File: config.mk
export PLATFORM = sky130hd
export DESIGN_NAME = s27_bist_ctrl
export DESIGN_NICKNAME = d
export VERILOG_FILES = /design/src/rtl/s27_bist_ctrl.sv
export SDC_FILE = /design/constraint.sdc
export NUM_CORES = 1
export LEC_CHECK = 0
export CAP_MARGIN = 20
export CORE_MARGIN = 3
export CORE_UTILIZATION = 47
export CTS_CLUSTER_SIZE = 28
export DETAILED_ROUTE_END_ITERATION = 10
export PLACE_DENSITY_LB_ADDON = 0.05
export SLEW_MARGIN = 0
export SYNTH_ARGS = -nofsm -noshare
export SYNTH_HDL_FRONTEND = slang
export SYNTH_SLANG_ARGS = --single-unit
File: constraint.sdc
create_clock -name CK -period 1.9 [get_ports CK]
set_input_delay 0.38 -clock CK [delete_from_list [all_inputs] [get_ports CK]]
set_output_delay 0.38 -clock CK [all_outputs]
set_load 0.1 [all_outputs]
File: src/rtl/s27_bist_ctrl.sv
// BIST wrapper for the s27 core: a 4-bit LFSR drives G0..G3 and a 16-bit SISR compacts G17.
// The final signature is compared against a golden value to produce PASS.
module s27_bist_ctrl #(
  parameter logic [7:0]  NPAT      = 8'd15,
  parameter logic [3:0]  SEED      = 4'b0001,
  parameter int unsigned FLUSH_CYC = 3,
  parameter logic [3:0]  FLUSH_PAT = 4'b0000,
  parameter logic [15:0] GOLDEN    = 16'h0000
) (
  input  logic        CK,
  input  logic        RST,
  input  logic        START,
  output logic        G0,
  output logic        G1,
  output logic        G2,
  output logic        G3,
  input  logic        G17,
  output logic        BUSY,
  output logic        DONE,
  output logic        PASS,
  output logic [15:0] SIGNATURE,
  output logic [7:0]  PAT_CNT
);

  // An all-zero seed would lock the LFSR, so it is promoted to 0001.
  localparam logic [3:0] SeedEff   = (SEED == 4'b0000) ? 4'b0001 : SEED;
  localparam logic [7:0] FlushLast = 8'(FLUSH_CYC - 1);
  localparam bit         NoFlush   = (FLUSH_CYC == 0);

  typedef enum logic [1:0] {StIdle, StFlush, StRun, StDone} state_e;

  state_e      state_q, state_d;
  logic [3:0]  pat_q, pat_d;
  logic [3:0]  lfsr_q, lfsr_d;
  logic [15:0] sig_q, sig_d;
  logic [7:0]  cnt_q, cnt_d;
  logic [7:0]  fcnt_q, fcnt_d;
  logic        busy_q, busy_d;
  logic        done_q, done_d;
  logic        pass_q, pass_d;

  logic [3:0]  lfsr_nxt;
  logic        fb;
  logic [15:0] sig_fold;
  logic [7:0]  cnt_inc;

  always_comb begin
    state_d  = state_q;
    pat_d    = pat_q;
    lfsr_d   = lfsr_q;
    sig_d    = sig_q;
    cnt_d    = cnt_q;
    fcnt_d   = fcnt_q;
    pass_d   = pass_q;
    lfsr_nxt = {lfsr_q[2:0], lfsr_q[3] ^ lfsr_q[2]};
    fb       = sig_q[15] ^ G17;
    sig_fold = {sig_q[14:0], 1'b0} ^ (fb ? 16'h1021 : 16'h0000);
    cnt_inc  = cnt_q + 8'd1;

    unique case (state_q)
      StIdle, StDone: begin
        if (START) begin
          lfsr_d = SeedEff;
          sig_d  = 16'h0000;
          cnt_d  = 8'd0;
          fcnt_d = 8'd0;
          pass_d = 1'b0;
          if (!NoFlush) begin
            state_d = StFlush;
            pat_d   = FLUSH_PAT;
          end else if (NPAT == 8'd0) begin
            state_d = StDone;
            pat_d   = 4'b0000;
            pass_d  = (GOLDEN == 16'h0000);
          end else begin
            state_d = StRun;
            pat_d   = SeedEff;
          end
        end
      end
      StFlush: begin
        if (fcnt_q == FlushLast) begin
          if (NPAT == 8'd0) begin
            state_d = StDone;
            pat_d   = 4'b0000;
            pass_d  = (sig_q == GOLDEN);
          end else begin
            state_d = StRun;
            pat_d   = lfsr_q;
          end
        end else begin
          fcnt_d = fcnt_q + 8'd1;
        end
      end
      StRun: begin
        // G17 here is the response to the pattern held during this cycle.
        sig_d  = sig_fold;
        lfsr_d = lfsr_nxt;
        pat_d  = lfsr_nxt;
        cnt_d  = cnt_inc;
        if (cnt_inc == NPAT) begin
          state_d = StDone;
          pat_d   = 4'b0000;
          pass_d  = (sig_fold == GOLDEN);
        end
      end
      default: state_d = StIdle;
    endcase

    busy_d = (state_d == StFlush) || (state_d == StRun);
    done_d = (state_d == StDone);
  end

  always_ff @(posedge CK) begin
    if (RST) begin
      state_q <= StIdle;
      pat_q   <= 4'b0000;
      lfsr_q  <= SeedEff;
      sig_q   <= 16'h0000;
      cnt_q   <= 8'd0;
      fcnt_q  <= 8'd0;
      busy_q  <= 1'b0;
      done_q  <= 1'b0;
      pass_q  <= 1'b0;
    end else begin
      state_q <= state_d;
      pat_q   <= pat_d;
      lfsr_q  <= lfsr_d;
      sig_q   <= sig_d;
      cnt_q   <= cnt_d;
      fcnt_q  <= fcnt_d;
      busy_q  <= busy_d;
      done_q  <= done_d;
      pass_q  <= pass_d;
    end
  end

  assign {G3, G2, G1, G0} = pat_q;
  assign BUSY      = busy_q;
  assign DONE      = done_q;
  assign PASS      = pass_q;
  assign SIGNATURE = sig_q;
  assign PAT_CNT   = cnt_q;

endmodule

Yosys cells after proc, flatten, opt, wreduce, memory -nomap -nowiden
Index checks and enable logic that the tools add are counted.

word-level totals
  word-level logic and storage cells = 56
  bits in registers = 45
  output and inout bits = 31
  bits of input ports = 4

cells by class
  reductions and logical operators = 10
  bitwise operators = 3
  add/sub/neg operators = 2
  equal/unequal tests = 12
  multiplexer cells = 20

operators by type and width
  kind                                                                    count
  16-bit case mux with 2 select lines                                     1
  8-bit case mux with 2 select lines                                      2
  8-bit by 1-bit adder with 8-bit output (second input constant)          2
  16-bit logical NOT                                                      1
  16-bit two-way mux                                                      1
  4-bit two-way mux                                                       4
  8-bit two-way mux                                                       2
  16-bit by 13-bit bitwise XOR with 16-bit output                         1
  13-bit two-way mux                                                      1
  4-bit case mux with 3 select lines                                      1
  2-bit equality test (second input constant)                             4
  8-bit by 2-bit equality test with 1-bit output (second input constant)  1
  8-bit by 4-bit equality test with 1-bit output (second input constant)  1
  2-bit != test (second input constant)                                   4
  4-bit case mux with 2 select lines                                      1
  2-bit two-way mux                                                       3
  2-bit case mux with 3 select lines                                      1
  3-bit AND reduction                                                     2
  2-bit by 1-bit equality test with 1-bit output (second input constant)  2
  2-bit AND reduction                                                     2
  2-bit nonzero test                                                      2
  2-bit logical NOT                                                       1
  1-bit two-way mux                                                       2
  1-bit case mux with 2 select lines                                      1
  other kinds (3)                                                         4

Longest topological paths before layout
Gate-level depths: netlist of run 1.

  word-level depth = 6
  mapped depth = 9
  gate-level depth less buffers = 9

Worst setup path after synthesis of run 1
OpenSTA, ideal clock, no wires.

  kind = flip-flop to flip-flop
  from = register cnt_q[0], in the netlist PAT_CNT[0]
  to = register busy_q, in the netlist BUSY
  path buffers = 0
  stages on the path, launching flop included = 9
  data arrival time = 2578 ps
  required time = 1773 ps
  clock period less this slack = 2705 ps
  slack = -805 ps
  setup time = 127 ps
  cell sequence = dfxtp_1 ha_1 xor2_1 nand3b_1 nor4_4 nand2_1 a21oi_1 ha_1 nor2b_1

between the ends
  longest elaborated chain between the ends = 6
  elaborated cells between the ends (all ways) = 7

RTL lines
  item                                                                                          RTL line  RTL
  start, declared                                                                               36        logic [7:0] cnt_q, cnt_d;
  start signal, assigned                                                                        130       cnt_q <= cnt_d;
  8-bit by 1-bit adder with 8-bit output *                                                      58        cnt_inc = cnt_q + 8'd1;
  8-bit by 4-bit equality test with 1-bit output *                                              101       if (cnt_inc == NPAT) begin
  2-bit two-way mux *                                                                           101
  2-bit case mux with 3 select lines *                                                          60        unique case (state_q)
  2-bit by 1-bit equality test with 1-bit output / 2-bit equality test (equally long branches)  110       busy_d = (state_d == StFlush) || (state_d == StRun);
  1-bit logical OR *                                                                            110
  net busy_d                                                                                    38        logic busy_q, busy_d;
  end signal, assigned                                                                          132       busy_q <= busy_d;
  end, declared                                                                                 38

The timed path passes the listed nets; every way through them passes the cells marked *.
A chain may end at the register's enable or synchronous reset.

Worst setup path in the final report of run 1
  from = register state_q[0]
  to = register cnt_q[4], in the netlist PAT_CNT[4]

between the ends
  longest elaborated chain between the ends = 4
  elaborated cells between the ends (all ways) = 8

RTL lines
  item                                                                  RTL line  RTL
  start, declared                                                       32        state_e state_q, state_d;
  start signal, assigned                                                116       state_q <= StIdle;
  start signal, assigned                                                126       state_q <= state_d;
  2-bit equality test / 2-bit logical NOT (equally long branches)       60
  2-bit OR reduction                                                    60
  2-bit != test (no line) / 2-bit nonzero test (equally long branches)  n/a
  2-bit AND reduction (no line)                                         n/a

Parallel ways exist; a longest one is shown, timed or not.

==> results of run 1 <==
==> worst max-delay path by stage <==
| stage | cells past startpoint | slack, ns | endpoint |
|---|---|---|---|
| floorplan | 8 | -0.08 | BUSY |
| global placement | 7 | -0.05 | BUSY |
| detailed placement | 7 | -0.13 | BUSY |
| CTS | 8 | 0.02 | BUSY |
| global route | 8 | -0.07 | PAT_CNT[4] |
| finish | 8 | 0.04 | PAT_CNT[4] |
==> final cells by class <==
| type | instances | area share [%] |
|---|---|---|
| timing repair buffer | 57 | 24.7 |
| sequential | 45 | 31.2 |
| tap | 50 | 2.10 |
| multi-input combinational | 169 | 38.6 |
| inverter | 4 | 0.505 |
| clock buffer | 7 | 2.90 |
==> synthesized netlist by cell type, types with 2 or more instances <==
cell and count:
a211oi_1 2, nor2_1 41, nor2b_1 4, inv_1 4, a22oi_1 25, o21ai_0 4, and3_1 3, or3_1 3
nand2b_1 5, nand4_1 4, xnor2_1 2, nor4_1 2, xor2_1 13, nor3_1 5, o2bb2ai_1 4, nand2_1 10
nand3_1 2, dfxtp_1 45, clkbuf_1 10, a21oi_1 12, nand3b_1 2, ha_1 7, and2_1 2
==> sequential cells by signal, indices dropped and copies added (netlist names) <==
signal / count
state_q: 2
PAT_CNT: 8
lfsr_q: 4
BUSY: 1
fcnt_q: 8
pat_q: 4
SIGNATURE: 16
DONE: 1
PASS: 1
==> where the power goes <==
part / total, W / switching, W / internal [W]
logic: 0.000493 / 0.000302 / 0.000191
clock network: 0.000577 / 0.000288 / 0.000288
registers: 0.000965 / 0.00000962 / 0.000956
total: 0.00204 / 0.000600 / 0.00144
==> per-layer routing <==
metal | GRT usage [%] | part of all wire, % | vias to the layer above
met5 | 0 | 0 | -
met4 | 5.12 | 0.89 | 0
met3 | 4.99 | 4.8 | 6
met2 | 31.9 | 48 | 40
met1 | 26.2 | 46 | 868
li1 | - | - | 931
==> repair_timing <==
action                                  in CTS  in global routing
endpoints found under the setup margin       0                 31
hold buffers                                 0                  0
gates resized for setup                      0                  7
hold endpoints to repair                     0                  0
==> worst max-delay path, delay by kind of cell, from the launching register on <==
family	cells	cell delay, ns
AND/OR/NAND/NOR	3	0.59
buffers and inverters	3	0.40
adder cells (fa/ha/maj)	1	0.32
flip-flops	1	0.33
AO/OA/AOI/OAI	1	0.15
==> through the flow <==
stage                     setup slack (ns)  util, %  hold WS [ns]
after floorplan                    -0.0767        -         0.475
after global placement             -0.0514     69.7         0.494
after detailed placement            -0.126     69.7         0.502
after CTS                           0.0162     71.8         0.513
after global routing               -0.0667     72.3         0.519
final                               0.0379     72.3         0.512
==> cell families (layout without fill, tap and decap cells) <==
| logic type | count (synthesis) | after routing |
|---|---|---|
| AO/OA/AOI/OAI | 56 | 56 |
| XOR/XNOR | 15 | 15 |
| adder cells (fa/ha/maj) | 7 | 7 |
| buffers and inverters | 15 | 68 |
| flip-flops | 45 | 45 |
| AND/OR/NAND/NOR | 91 | 91 |
==> key figures, run 1 <==
Timing
  • Slew Viols, Final: 0
  • Unrepaired setup endpoints after global routing: yes
  • Final setup TNS: 0 ns
  • Final-report hold violation count: 0
  • Fin crit period: 1.86 ns
  • Final period util: a little over nine tenths
  • Max Freq: around 540 MHz
  • Setup-failing EPs final: 0
  • Worst slew pin tran: around 0.53 ns
  • Max-Slew Margin vs Limit: around 64%
  • Clock skew: about 0.0021 ns

Finish
  • Fillcell total: about 320
  • Commonest non-fill, non-tap cell in the layout: nor2_1
  • Finished Cell Area: 0.00297 mm2
  • Antenna Cells: 0
  • Area Overhead vs Synth: 43.5%
  • Final cell count without fillers: about 330
  • Final nets: 293
  • FF+latch area: a little over 900 um2
  • Most frequent cells in the layout: nor2_1 (41), dfxtp_1 (36), buf_4 (30)
  • Proportion of layout cells with a drive suffix above 1: between 20 and 30%
  • Area occupied by multi-input gates: between 0.001 and 0.0015 mm2

Pwr
  • Power density cells: just under 700 mW/mm2
  • Total power: 0.00204 W
  • Lkg Pwr: around 1.2 nW
  • Peak supply drop: between 500 and 600 uV

Global routing
  • Largest net degree at the start of global routing: 32
  • Vias in the first global route: around 1900
  • Initial antenna violation count: 0
  • Grt ovf: 0
  • First-pass GRT wire length: about 8300 um
  • Tot GR Track Use: approximately a fifth

Synthesis
  • Synth Warn #: 0
  • Synth Area in Compound Gates: 20.0%
  • Post-synthesis mux area share: 0%
  • EDFF count, synth: 0
  • Main synth FF type: dfxtp_1
  • Ys async rst share: 0%
  • Synth top area share: ~43%
  • Cell taking the most area after synthesis: dfxtp_1
  • Main combinational cell family by area after synthesis: simple AND/OR/NAND/NOR gates
  • Synth area leaders: dfxtp_1 (43%), a22oi_1 (9.1%), nor2_1 (7.4%), xor2_1 (5.5%), ha_1 (4.2%)
  • Seq/Total Area, Yosys: a little over two fifths
  • Simple-gate portion of the synthesized area: between 20% and 30%
  • Cells after synthesis: around 230
  • Synth Register Bits: 45
  • Synth Cell Area: ~0.0021 mm2
  • XOR/XNOR Fraction of Synth Area: between 6 and 7%
  • Distinct cells, synth: 41
  • Adder-Cell Fraction of Synth Area: roughly 4.2%
  • Avg Synthesized Cell Area: ~9 um2
  • Mapped Nets: 240

Worst setup path
  • CP Class: register to register
  • CP max stage delay: 0.33 ns
  • Critical-path cell list: inv_1 -> ha_1 -> buf_4 -> nand2b_1 -> buf_4 -> nand2_2 -> or3_1 -> a21oi_1
  • Startpoint types: register
  • Worst Setup SP: state_q[0]
  • CP endpoint kind: register
  • CP dominant cell by count: buf_4
  • Origin of the critical flop-to-flop path: state_q[0]
  • Critical path arrival: approximately 2.1 ns
  • Crit path max fanout: 9
  • Worst r2r path cells: 8
  • Worst endpoint required time: 2.11 ns
  • Reg-to-Reg End: PAT_CNT[4]
  • Worst R2R Setup Slack: about 0.038 ns
  • Slowest-stage cell, CP: dfxtp_1

Clock network
  • Root buf cell: clkbuf_8
  • Clk buf depth: 2
  • Number of H-tree levels: 2
  • Sink Count: 45
  • CTS tree: built
  • Clk Latency, worst-skew pair: 0.29 ns
  • Worst-path clk slew: roughly 0.080 ns
  • Postcts setup bufs: 0
  • Num CTS Buffers: 5

Placed design
  • DP HPWL: ~3500 um
  • Routability cong.: 0.779
  • Port Buf Inserts: 34
  • Dpl cell area: between 0.002 and 0.003 mm2
  • Placed insts: roughly 330

Route
  • Total routed wirelength: between 4000 and 5000 um
  • Via count: 1845
  • Routed length per instance: roughly 15 um
  • Drc violations: 0
  • Number of routed nets with antenna violations: 0
  • Iter 0 DRT Violations: roughly 100
  • DRT Pass-1 Iters: 4
  • Detailed-route vias per instance: approximately 5.6

Die
  • Ports: 35
  • Die Y: a little over 70 um
  • Die X: about 72 um
  • Core Area: 0.00412 mm2
  • Initial Util: between 50% and 60%
  • Rows: 23
  • Area of the die: ~0.0052 mm2

Hold path
  • Hold Path End: pat_q[2]
  • Hold Path Stages: 1
  • Hold_sp: lfsr_q[1]
  • Hold Crit Class: register to register

Run status
  • Status: finished clean

Flow run
  • Max cap viols: 0
(Power assumes the default switching activity.)
==> inputs of run 2 (changes only) <==
--- a/config.mk
+++ b/config.mk
@@ -11,7 +11,8 @@
 export CTS_CLUSTER_SIZE = 28
 export DETAILED_ROUTE_END_ITERATION = 10
 export PLACE_DENSITY_LB_ADDON = 0.05
-export SLEW_MARGIN = 0
+export RECOVER_POWER = 100
+export SLEW_MARGIN = 20
 export SYNTH_ARGS = -nofsm -noshare
 export SYNTH_HDL_FRONTEND = slang
 export SYNTH_SLANG_ARGS = --single-unit
==> run 2 against run 1 <==
  * Flip-flop and latch count is the same
  * Largest power group unchanged
  * Highest routed layer unchanged
  * Sequential power is essentially flat
  * Maximum frequency up 0.20%
  * Hold slack worse by 0.0014 ns
  * Design area decreased by 2.7%
  * Power decreased by 0.18%
  * Clock skew up 0.00053 ns
  * Die area did not move
==> key figures, run 2 (same netlist as run 1, synthesis figures left out) <==
Run status
  • Status: finished clean

Worst setup path
  • CP endpoint kind: register
  • Crit path max fanout: 9
  • Critical-path cell list: inv_1 -> ha_1 -> buf_4 -> nand2b_1 -> buf_4 -> nand2_2 -> or3_1 -> a21oi_1
  • CP max stage delay: 0.33 ns
  • Slowest-stage cell, CP: dfxtp_1
  • CP dominant cell by count: buf_4
  • Reg-to-Reg End: PAT_CNT[4]
  • Critical path arrival: about 2.1 ns
  • CP Class: register to register
  • Worst R2R Setup Slack: approximately 0.042 ns
  • Origin of the critical flop-to-flop path: state_q[0]
  • Worst endpoint required time: ~2.1 ns
  • Startpoint types: register
  • Worst r2r path cells: 8

Route
  • Routed length per instance: 14.6 um
  • Total routed wirelength: between 4000 and 5000 um
  • Iter 0 DRT Violations: ~100
  • Number of routed nets with antenna violations: 0
  • Detailed-route vias per instance: between 5 and 6
  • DRT Pass-1 Iters: 4
  • Via count: between 1500 and 2000
  • Drc violations: 0

Hold path
  • Hold Path End: pat_q[2]
  • Hold Path Stages: 1
  • Hold Crit Class: register to register
  • Hold_sp: lfsr_q[1]

Die
  • Die X: a little over 70 um
  • Die Y: between 70 and 80 um
  • Core Area: roughly 0.0041 mm2
  • Area of the die: ~0.0052 mm2
  • Rows: 23
  • Initial Util: 50.4%
  • Ports: 35

Pwr
  • Lkg Pwr: ~1.1 nW
  • Power density cells: ~700 mW/mm2
  • Total power: just over 0.002 W
  • Peak supply drop: 539 uV

Finish
  • Max FFs per register: 16
  • Final cell count without fillers: 332
  • Antenna Cells: 0
  • Proportion of layout cells with a drive suffix above 1: 29.1%
  • Most frequent cells in the layout: nor2_1 (41), dfxtp_1 (37), buf_4 (29)
  • Finished Cell Area: 0.00290 mm2
  • Commonest non-fill, non-tap cell in the layout: nor2_1
  • Area Overhead vs Synth: 39.7%
  • Final nets: about 290

Clock network
  • Worst-path clk slew: ~0.08 ns
  • CTS tree: built
  • Hold-fix buffers, CTS: 0
  • Clk buf depth: 2
  • Number of H-tree levels: 2
  • Sink Count: 45
  • Root buf cell: clkbuf_8
  • Clk Latency, worst-skew pair: roughly 0.29 ns
  • Num CTS Buffers: 5

Flow run
  • Max cap viols: 0

Placed design
  • Dpl cell area: ~0.0029 mm2
  • Port Buf Inserts: 34
  • Routability cong.: slightly below 0.8
  • Placed insts: between 300 and 400
  • Pre-CTS setup slack: -0.126 ns
  • DP HPWL: between 3000 and 4000 um

Global routing
  • Tot GR Track Use: about a fifth
  • First-pass GRT wire length: between 8000 and 9000 um
  • Largest net degree at the start of global routing: 32
  • Initial antenna violation count: 0
  • Grt ovf: 0
  • Vias in the first global route: roughly 1900

Timing
  • Final period util: between 90% and 100%
  • Unrepaired setup endpoints after global routing: yes
  • Fin crit period: about 1.9 ns
  • Clock skew: about 0.0026 ns
  • Max-Slew Margin vs Limit: 63.7%
  • Setup ws final: 0.0417 ns
  • Hold_ws: ~0.5 ns
  • Setup-failing EPs final: 0
  • Final-report hold violation count: 0
  • Worst slew pin tran: about 0.55 ns
  • Slew Viols, Final: 0
  • Max Freq: 538 MHz
run 2: changes by cell type in the layout (fill, tap and decap cells not counted):
cell      before  now
buf_12        24   19
buf_4         30   29
dfxtp_2        3    2
dfxtp_1       36   37
clkbuf_2       0    6
run 2: worst max-delay path, delay by kind of cell, from the launching register on:
family | cells | cell delay [ns]
AND/OR/NAND/NOR | 3 | 0.58
buffers and inverters | 3 | 0.40
flip-flops | 1 | 0.33
adder cells (fa/ha/maj) | 1 | 0.32
AO/OA/AOI/OAI | 1 | 0.15
run 2: layout make-up:
class | instances | area, um2
Tap cell | 50 | 62.6
Multi-Input combinational cell | 169 | 1150
Fill cell | 335 | 1220
Sequential cell | 45 | 926
Inverter | 4 | 15.0
Clock buffer | 7 | 86.3
Timing Repair Buffer | 57 | 658
run 2: how the worst max path moves through the flow:
| stage | from | end | depth (start not counted) |
|---|---|---|---|
| detailed placement | START | BUSY | 7 |
| CTS | state_q[0] | BUSY | 8 |
| finish | state_q[0] | PAT_CNT[4] | 8 |
| global route | state_q[0] | PAT_CNT[4] | 8 |
| floorplan | PAT_CNT[1] | BUSY | 8 |
| global placement | START | BUSY | 7 |
run 2: through the flow:
step           setup TNS [ns]  utilization (%)
2_1_floorplan         -0.0767                -
3_3_place_gp          -0.0514             69.7
3_5_place_dp           -0.156             69.7
4_1_cts                     0             71.8
5_1_grt                -0.330             70.4
6_report                    0             70.4
run 2: where the power goes:
part	leakage [nW]	switching (W)	internal, W
sequential	0.369	0.00000948	0.000956
clock	0.0443	0.000289	0.000288
combinational	0.733	0.000302	0.000187
run 2: per-layer routing:
| metal | global-route usage (%) | wire length, um | vias up |
|---|---|---|---|
| li1 | - | - | 931 |
| met1 | 26.2 | 2260 | 888 |
| met2 | 31.9 | 2310 | 35 |
| met3 | 4.99 | 220 | 6 |
| met4 | 5.12 | 43 | 0 |
| met5 | 0 | 0 | - |
run 2: timing repair:
action | CTS | global route
gates resized for setup | 0 | 7
endpoints found under the setup margin | 0 | 31
setup buffers | 0 | 0
